## config.mk

```make
export PLATFORM = sky130hd
export DESIGN_NAME = iface_item_consumer_flat
export DESIGN_NICKNAME = d
export VERILOG_FILES = /design/src/rtl/iface_item_consumer_if.sv /design/src/rtl/iface_item_consumer.sv /design/src/flat_wrapper.sv
export SDC_FILE = /design/constraint.sdc
export NUM_CORES = 1
export LEC_CHECK = 0
export CORE_UTILIZATION = 45
export CTS_CLUSTER_DIAMETER = 50
export DETAILED_ROUTE_END_ITERATION = 6
export GPL_TIMING_DRIVEN = 0
export PLACE_DENSITY = 0.69
export SYNTH_ARGS = -nofsm -noshare
export SYNTH_HDL_FRONTEND = slang
export SYNTH_SLANG_ARGS = --single-unit
export TNS_END_PERCENT = 5
```

## constraint.sdc

```tcl
create_clock -name clk -period 2.8 [get_ports clk]
set_clock_uncertainty 0.05 [all_clocks]
set_input_delay 0.56 -clock clk [delete_from_list [all_inputs] [get_ports clk]]
set_output_delay 0.56 -clock clk [all_outputs]
set_load 0.1 [all_outputs]
```

## src/rtl/iface_item_consumer_if.sv

```systemverilog
// Item producer / word consumer bundle: 3-bit item handshake in, packed word handshake out.
interface iface_item_consumer_if #(
    parameter int unsigned DEPTH = 4,
    parameter int unsigned PACK  = 4
) ();
    localparam int unsigned WORD_W = 3 * PACK;
    localparam int unsigned LEN_W  = $clog2(PACK + 1);
    localparam int unsigned FILL_W = $clog2(DEPTH) + 1;

    logic              item_valid;
    logic [2:0]        item;
    logic              item_ready;
    logic              flush;
    logic              word_valid;
    logic [WORD_W-1:0] word;
    logic [LEN_W-1:0]  word_len;
    logic              word_ready;
    logic [FILL_W-1:0] fill;

    modport master (
        output item_valid, item, flush, word_ready,
        input  item_ready, word_valid, word, word_len, fill
    );

    modport slave (
        input  item_valid, item, flush, word_ready,
        output item_ready, word_valid, word, word_len, fill
    );
endinterface

```

## src/rtl/iface_item_consumer.sv

```systemverilog
// Buffers 3-bit items in a small FIFO and packs PACK of them per output word,
// with a flush path that emits a partial word once the FIFO has drained.
module iface_item_consumer #(
    parameter int unsigned DEPTH = 4,
    parameter int unsigned PACK  = 4
) (
    input  logic                  clk,
    input  logic                  rst_n,
    iface_item_consumer_if.slave  bus
);
    localparam int unsigned PTR_W  = $clog2(DEPTH);
    localparam int unsigned FILL_W = PTR_W + 1;
    localparam int unsigned CNT_W  = $clog2(PACK);
    localparam int unsigned LEN_W  = $clog2(PACK + 1);
    localparam int unsigned WORD_W = 3 * PACK;

    typedef enum logic {
        ST_FILL = 1'b0,
        ST_HOLD = 1'b1
    } state_t;

    logic [2:0]        r_mem [DEPTH];
    logic [PTR_W-1:0]  r_wptr;
    logic [PTR_W-1:0]  r_rptr;
    logic [FILL_W-1:0] r_fill;
    state_t            r_state;
    logic [CNT_W-1:0]  r_cnt;
    logic [WORD_W-1:0] r_word;
    logic [LEN_W-1:0]  r_len;

    logic              w_item_ready;
    logic              w_push;
    logic              w_pop;
    logic              w_empty;
    logic [2:0]        w_head;
    logic [FILL_W-1:0] w_fill_nxt;
    state_t            w_state_nxt;
    logic [CNT_W-1:0]  w_cnt_nxt;
    logic [WORD_W-1:0] w_word_nxt;
    logic [LEN_W-1:0]  w_len_nxt;

    // Ready looks only at the registered occupancy, so a same-cycle pop never frees a slot early.
    assign w_item_ready = rst_n && (r_fill < FILL_W'(DEPTH));
    assign w_push       = bus.item_valid && w_item_ready;
    assign w_empty      = (r_fill == '0);
    assign w_head       = r_mem[r_rptr];

    always_comb begin
        w_state_nxt = r_state;
        w_cnt_nxt   = r_cnt;
        w_word_nxt  = r_word;
        w_len_nxt   = r_len;
        w_pop       = 1'b0;
        case (r_state)
            ST_FILL: begin
                if (!w_empty) begin
                    w_pop = 1'b1;
                    for (int unsigned s = 0; s < PACK; s++) begin
                        if (CNT_W'(s) == r_cnt) begin
                            w_word_nxt[3*s +: 3] = w_head;
                        end
                    end
                    if (r_cnt == CNT_W'(PACK - 1)) begin
                        w_state_nxt = ST_HOLD;
                        w_len_nxt   = LEN_W'(PACK);
                        w_cnt_nxt   = '0;
                    end else begin
                        w_cnt_nxt = r_cnt + CNT_W'(1);
                    end
                end else if (bus.flush && (r_cnt != '0)) begin
                    w_state_nxt = ST_HOLD;
                    w_len_nxt   = LEN_W'(r_cnt);
                    w_cnt_nxt   = '0;
                end
            end
            ST_HOLD: begin
                if (bus.word_ready) begin
                    w_state_nxt = ST_FILL;
                    w_word_nxt  = '0;
                end
            end
            default: begin
                w_state_nxt = ST_FILL;
            end
        endcase
    end

    always_comb begin
        w_fill_nxt = r_fill;
        case ({w_push, w_pop})
            2'b10:   w_fill_nxt = r_fill + FILL_W'(1);
            2'b01:   w_fill_nxt = r_fill - FILL_W'(1);
            default: w_fill_nxt = r_fill;
        endcase
    end

    always_ff @(posedge clk) begin
        if (!rst_n) begin
            r_state <= ST_FILL;
            r_cnt   <= '0;
            r_word  <= '0;
            r_len   <= '0;
            r_wptr  <= '0;
            r_rptr  <= '0;
            r_fill  <= '0;
        end else begin
            r_state <= w_state_nxt;
            r_cnt   <= w_cnt_nxt;
            r_word  <= w_word_nxt;
            r_len   <= w_len_nxt;
            r_fill  <= w_fill_nxt;
            if (w_push) r_wptr <= r_wptr + PTR_W'(1);
            if (w_pop)  r_rptr <= r_rptr + PTR_W'(1);
        end
    end

    // Storage needs no reset: occupancy and pointers define what is valid.
    always_ff @(posedge clk) begin
        if (w_push) r_mem[r_wptr] <= bus.item;
    end

    assign bus.item_ready = w_item_ready;
    assign bus.word_valid = (r_state == ST_HOLD);
    assign bus.word       = r_word;
    assign bus.word_len   = r_len;
    assign bus.fill       = r_fill;
endmodule
```

## src/flat_wrapper.sv

```systemverilog
// flat-port wrapper written by rule: the top's interface ports become plain ports
module iface_item_consumer_flat 
#(
    parameter int unsigned DEPTH = 4,
    parameter int unsigned PACK  = 4
)
  (clk, rst_n, bus_item_valid, bus_item, bus_flush, bus_word_ready, bus_item_ready, bus_word_valid, bus_word, bus_word_len, bus_fill);
  iface_item_consumer_if #(.DEPTH(DEPTH), .PACK(PACK)) bus_i ();
  input  logic clk;
  input  logic rst_n;
  input wire logic [$bits(bus_i.item_valid)-1:0] bus_item_valid;
  input wire logic [$bits(bus_i.item)-1:0] bus_item;
  input wire logic [$bits(bus_i.flush)-1:0] bus_flush;
  input wire logic [$bits(bus_i.word_ready)-1:0] bus_word_ready;
  output wire logic [$bits(bus_i.item_ready)-1:0] bus_item_ready;
  output wire logic [$bits(bus_i.word_valid)-1:0] bus_word_valid;
  output wire logic [$bits(bus_i.word)-1:0] bus_word;
  output wire logic [$bits(bus_i.word_len)-1:0] bus_word_len;
  output wire logic [$bits(bus_i.fill)-1:0] bus_fill;
  assign bus_i.item_valid = bus_item_valid;
  assign bus_i.item = bus_item;
  assign bus_i.flush = bus_flush;
  assign bus_i.word_ready = bus_word_ready;
  assign bus_item_ready = bus_i.item_ready;
  assign bus_word_valid = bus_i.word_valid;
  assign bus_word = bus_i.word;
  assign bus_word_len = bus_i.word_len;
  assign bus_fill = bus_i.fill;
  iface_item_consumer #(.DEPTH(DEPTH), .PACK(PACK)) u_core (.clk(clk), .rst_n(rst_n), .bus(bus_i));
endmodule
```

After elaboration in Yosys (flattened, before gate mapping)
Memories as Yosys holds them, arrays and structs flattened. A register that Yosys moved wholly into a read port is not among the register bits. Cells that the tools add are included.

Bits in registers: 25. Bits in writable memories: 12. Input bits: 8. Logic and storage cells: 70. Memories: 1.

Add/sub/neg operators: 5. Magnitude comparators: 1. Eq/ne operators: 13. Muxes and demuxes: 25. Bitwise gates (word level): 1. Reductions and logical operators: 14.

Memories: u_core.r_mem (depth 4, bits a word 3, read ports 1, clocked after memory_dff 1, wr ports 1, line iface_item_consumer.sv:22) `logic [2:0] r_mem [DEPTH];`.

Operators by type and width (count): 12-bit 2-to-1 mux (2); 12-bit one-hot mux with 2 select lines (1); 3-bit 2-to-1 mux (7); 3-bit AND reduction (5); 2-bit 2-to-1 mux (5); 1-bit 2-to-1 mux (8); 2-bit by 1-bit != test with 1-bit output (second input constant) (4); 2-bit by 1-bit adder with 2-bit output (second input constant) (3); 2-bit != test (second input constant) (3); 3-bit one-hot mux with 2 select lines (1); 2-bit nonzero test (3); 2-bit == test (first input constant) (2); 2-bit == test (second input constant) (2); 3-bit by 1-bit adder with 3-bit output (second input constant) (1); 1-bit logical AND (3); 3-bit logical NOT (1); 3-bit less-than comparator (second input constant) (1); 3-bit by 1-bit subtractor with 3-bit output (second input constant) (1); 1-bit by 2-bit == test with 1-bit output (first input constant) (1); 2-bit by 1-bit == test with 1-bit output (second input constant) (1); 2-bit logical NOT (1); 1-bit one-hot mux with 2 select lines (1); 2-bit AND reduction (1); 1-bit inverter (1).

Depth between registers and ports, before layout
Word-level depth: 5. Mapped depth: 9. Gate-level depth less buffers: 8.

Worst setup path before layout
OpenSTA, ideal clock, no wires.

Path type: input to output. From: input rst_n. To: output bus_item_ready. Arrival time: 2394 ps. Required time: 2190 ps. Path slack: -204 ps. Stages: 4. Buffers on the path: 2. Cells stage by stage: clkbuf_1 -> inv_1 -> clkbuf_1 -> nor2_1.

Longest elaborated chain between the ends: 1.

RTL lines: from (decl) (line flat_wrapper.sv:10) `input logic rst_n;`; 1-bit logical AND (line iface_item_consumer.sv:43) `assign w_item_ready = rst_n && (r_fill < FILL_W'(DEPTH));`; to (decl) (line flat_wrapper.sv:15) `output wire logic [$bits(bus_i.item_ready)-1:0] bus_item_ready;`.

Every way passes these cells.

Final worst setup path
Ends and elaborated chain as after synthesis.

==> qor.yml <==
route:
  post-route-drc-count: 0
  first_pass_iters: 4
  vias: 1261
  wl_per_cell_microns: 13.6
  vias_per_cell: 5.34
  drtAntennaViolNets: 0
  routed_wl_microns: 3220
  drt_iter0_markers: 77
critical_path:
  rr_endpoint: "u_core.bus.fill[2]"
  critical_path_class: "in -> out"
  cp.arrival_ns: 1.97
  end_kind: "output pin"
  worstPathRequired_ns: 2.19
  timing.rr.start: "u_core.bus.fill[0]"
  startpoint_type: "primary input"
  reg2regPathDepth: 9
  r2r_slack_ns: 0.35
  cp_max_fo: 16
synthesis:
  post-synth-top-count-cell: "dfxtp_1"
  synthArstFlopShare: 0
  syn_area_per_cell_sq_um: 11.2
  synthCells: 154
  synth_area_sq_mm: 0.00172
  synth.top_cells.by_count: "27 x dfxtp_1, 12 x edfxtp_1, 11 x a21oi_1, 9 x a22o_1, 9 x ha_1"
  synth_area_leaders: "dfxtp_1 31%, edfxtp_1 21%, ha_1 6.5%"
  yosysUniqueCellTypes: 36
  ys_seq_elements: 39
  ys_warn_count: 0
  synthFlopType: "dfxtp_1"
  seq_area_frac_synth: 0.523
  syn_nets: 172
  yosysTopAreaCell: "dfxtp_1"
  synth-edff-count: 12
  yosys.area.top_type_share: 0.314
pwr:
  p_leak_nw: 0.796
  power.switching_mw: 1.19
  p_per_area_mw_per_mm2: 1160
  p_seq_frac: 0.313
  peakVddDrop_mv: 0.862
  internal-power_mw: 1.30
  power_frac_clock: 0.144
  swShare: 0.479
  comb_power_share: 0.543
sta:
  rsz0062_at_grt: "no"
  setup_tns_ns: 0
  max_clock_freq_mhz: 388
  slew-limit-headroom: 0.347
  hold_violations: 0
  post-route-period-util: 0.921
  setup_viol: 0
  worst_pin_slew_ns: 0.976
  slew_violations: 0
  period_needed_ns: 2.58
clock_tree:
  cts_max_path_buffers: 2
  clk_pin_slew_ns: 0.07
  tritoncts: "yes"
  cts_sinks: 39
  cts_root_buf: "clkbuf_8"
  h-tree-depth: 2
  clock_latency_ns: 0.29
  post-cts-setup-buffer-count: 0
  numCtsBuffers: 5
grt:
  track_usage: 0.183
  first_global_vias: 1205
  grt_max_degree: 13
  grt.overflow.total: 0
  grt_pass1_wl_microns: 5600
  antenna_found_initial: 0
floorplanning:
  dieHeight_microns: 63.9
  io_pins: 28
  start_util: 0.470
  die-area_sq_mm: 0.00408
  core_sq_mm: 0.00366
  rows: 22
  chipWidth_microns: 63.9
placement:
  place_congestion: 0.762
  portBuffers: 27
  dpl-instance-area_sq_mm: 0.00205
  place_hpwl_microns: 2490
layout:
  fill_cells: 317
  multi_input_area_sq_um: 753
  syn_to_final_growth_pct: 23.9
  seq_area_sq_um: 901
  antenna_cells: 0
  fin_nets: 205
  postLayoutCoreUtil: 0.583
  drive_gt1_frac: 0.101
  fin_area_sq_mm: 0.00213
job:
  cap_viol_max_count: 0
min_path:
  hp-class: "reg -> reg"
  min_path_cells: 2
  hold_end: "u_core.bus.word_len[1]"
  min_from: "u_core.bus.word_len[1]"
status:
  status: "finished, final reports clean"
==> through the flow <==
stage,instances,setup WS (ns),hold slack [ns],power [mW]
floorplan,154,0.0238,0.399,1.85
finish,236,0.222,0.430,2.48
global route,236,0.0688,0.459,2.64
CTS,237,0.0375,0.434,2.50
detailed placement,229,-0.995,0.418,2.15
global placement,229,-0.917,0.410,2.11
==> layout make-up <==
| class | count | share of cell area |
|---|---|---|
| Timing Repair Buffer | 27 | 0.126 |
| Tap cell | 48 | 0.0282 |
| Sequential cell | 39 | 0.422 |
| Multi-Input combinational cell | 99 | 0.353 |
| Clock inverter | 3 | 0.00704 |
| Buffer | 7 | 0.0176 |
| Clock buffer | 5 | 0.0323 |
| Inverter | 8 | 0.0141 |
==> power by group through the flow <==
stage / logic [mW] / clock network [mW] / registers, mW
final: 1.35 / 0.359 / 0.778
after global routing: 1.45 / 0.397 / 0.797
after CTS: 1.36 / 0.367 / 0.781
after detailed placement: 1.35 / 0 / 0.793
after global placement: 1.33 / 0 / 0.786
after floorplan: 0.616 / 0 / 1.24
==> what timing repair did <==
action                                 4_1_cts  5_1_grt
endpoints found under the hold margin        0        0
setup endpoints to repair                    1        1
gates resized for setup                      7        0
hold buffers                                 0        0
==> worst max-delay path by stage <==
stage	startpoint	to	slack (ns)	cells past startpoint
floorplan	u_core.bus.fill[0]	u_core.bus.fill[2]	0.02	9
global placement	rst_n	bus_item_ready	-0.92	6
CTS	rst_n	bus_item_ready	0.04	6
detailed placement	rst_n	bus_item_ready	-0.99	6
global route	rst_n	bus_item_ready	0.07	5
finish	rst_n	bus_item_ready	0.22	5
==> routing by layer <==
metal,wire length [microns],vias to the layer above,share of wire,GRT usage
li1,-,633,-,-
met3,162,6,0.050,0.0589
met5,0,-,0,0
met4,59,0,0.018,0.0852
met1,1460,594,0.45,0.220
met2,1540,28,0.48,0.294
==> flip-flops by register name, indices dropped and copies added (netlist names), named ones only <==
| register | count |
|---|---|
| u_core.bus.fill | 3 |
| u_core.bus.word | 12 |
| u_core.bus.word_len | 3 |
| u_core.bus.word_valid | 1 |
| u_core.r_cnt | 2 |
| u_core.r_mem | 12 |
| u_core.r_rptr | 2 |
| u_core.r_wptr | 2 |
==> cells by family after synthesis <==
logic type,Yosys count,share of synthesized area
and+or+nand+nor,33,0.113
AOI/OAI and AO/OA,45,0.184
adders and majority gates,10,0.0770
DFF,39,0.523
buffers and inverters,16,0.0407
xor gates and xnor gates,3,0.0153
muxes,8,0.0465
==> worst max-delay path, stage by stage <==
cell	delay (ns)
clkdlybuf4s50_1	0.47
clkbuf_2	0.21
inv_1	0.26
nor2_2	0.16
buf_4	0.30
==> placed cells by master (no fill, tap or decap), types with 4 or more instances in the layout <==
cell | synthesis | routed
dfxtp_1 | 27 | 27
clkbuf_8 | 0 | 5
nand2_1 | 6 | 6
inv_1 | 8 | 8
and2_1 | 4 | 4
clkdlybuf4s50_1 | 0 | 26
o21ai_0 | 6 | 6
ha_1 | 9 | 9
a22o_1 | 9 | 9
edfxtp_1 | 12 | 12
mux2i_1 | 8 | 8
nand2b_1 | 5 | 5
a21oi_1 | 11 | 11
Power figures use the tool's default switching activity.
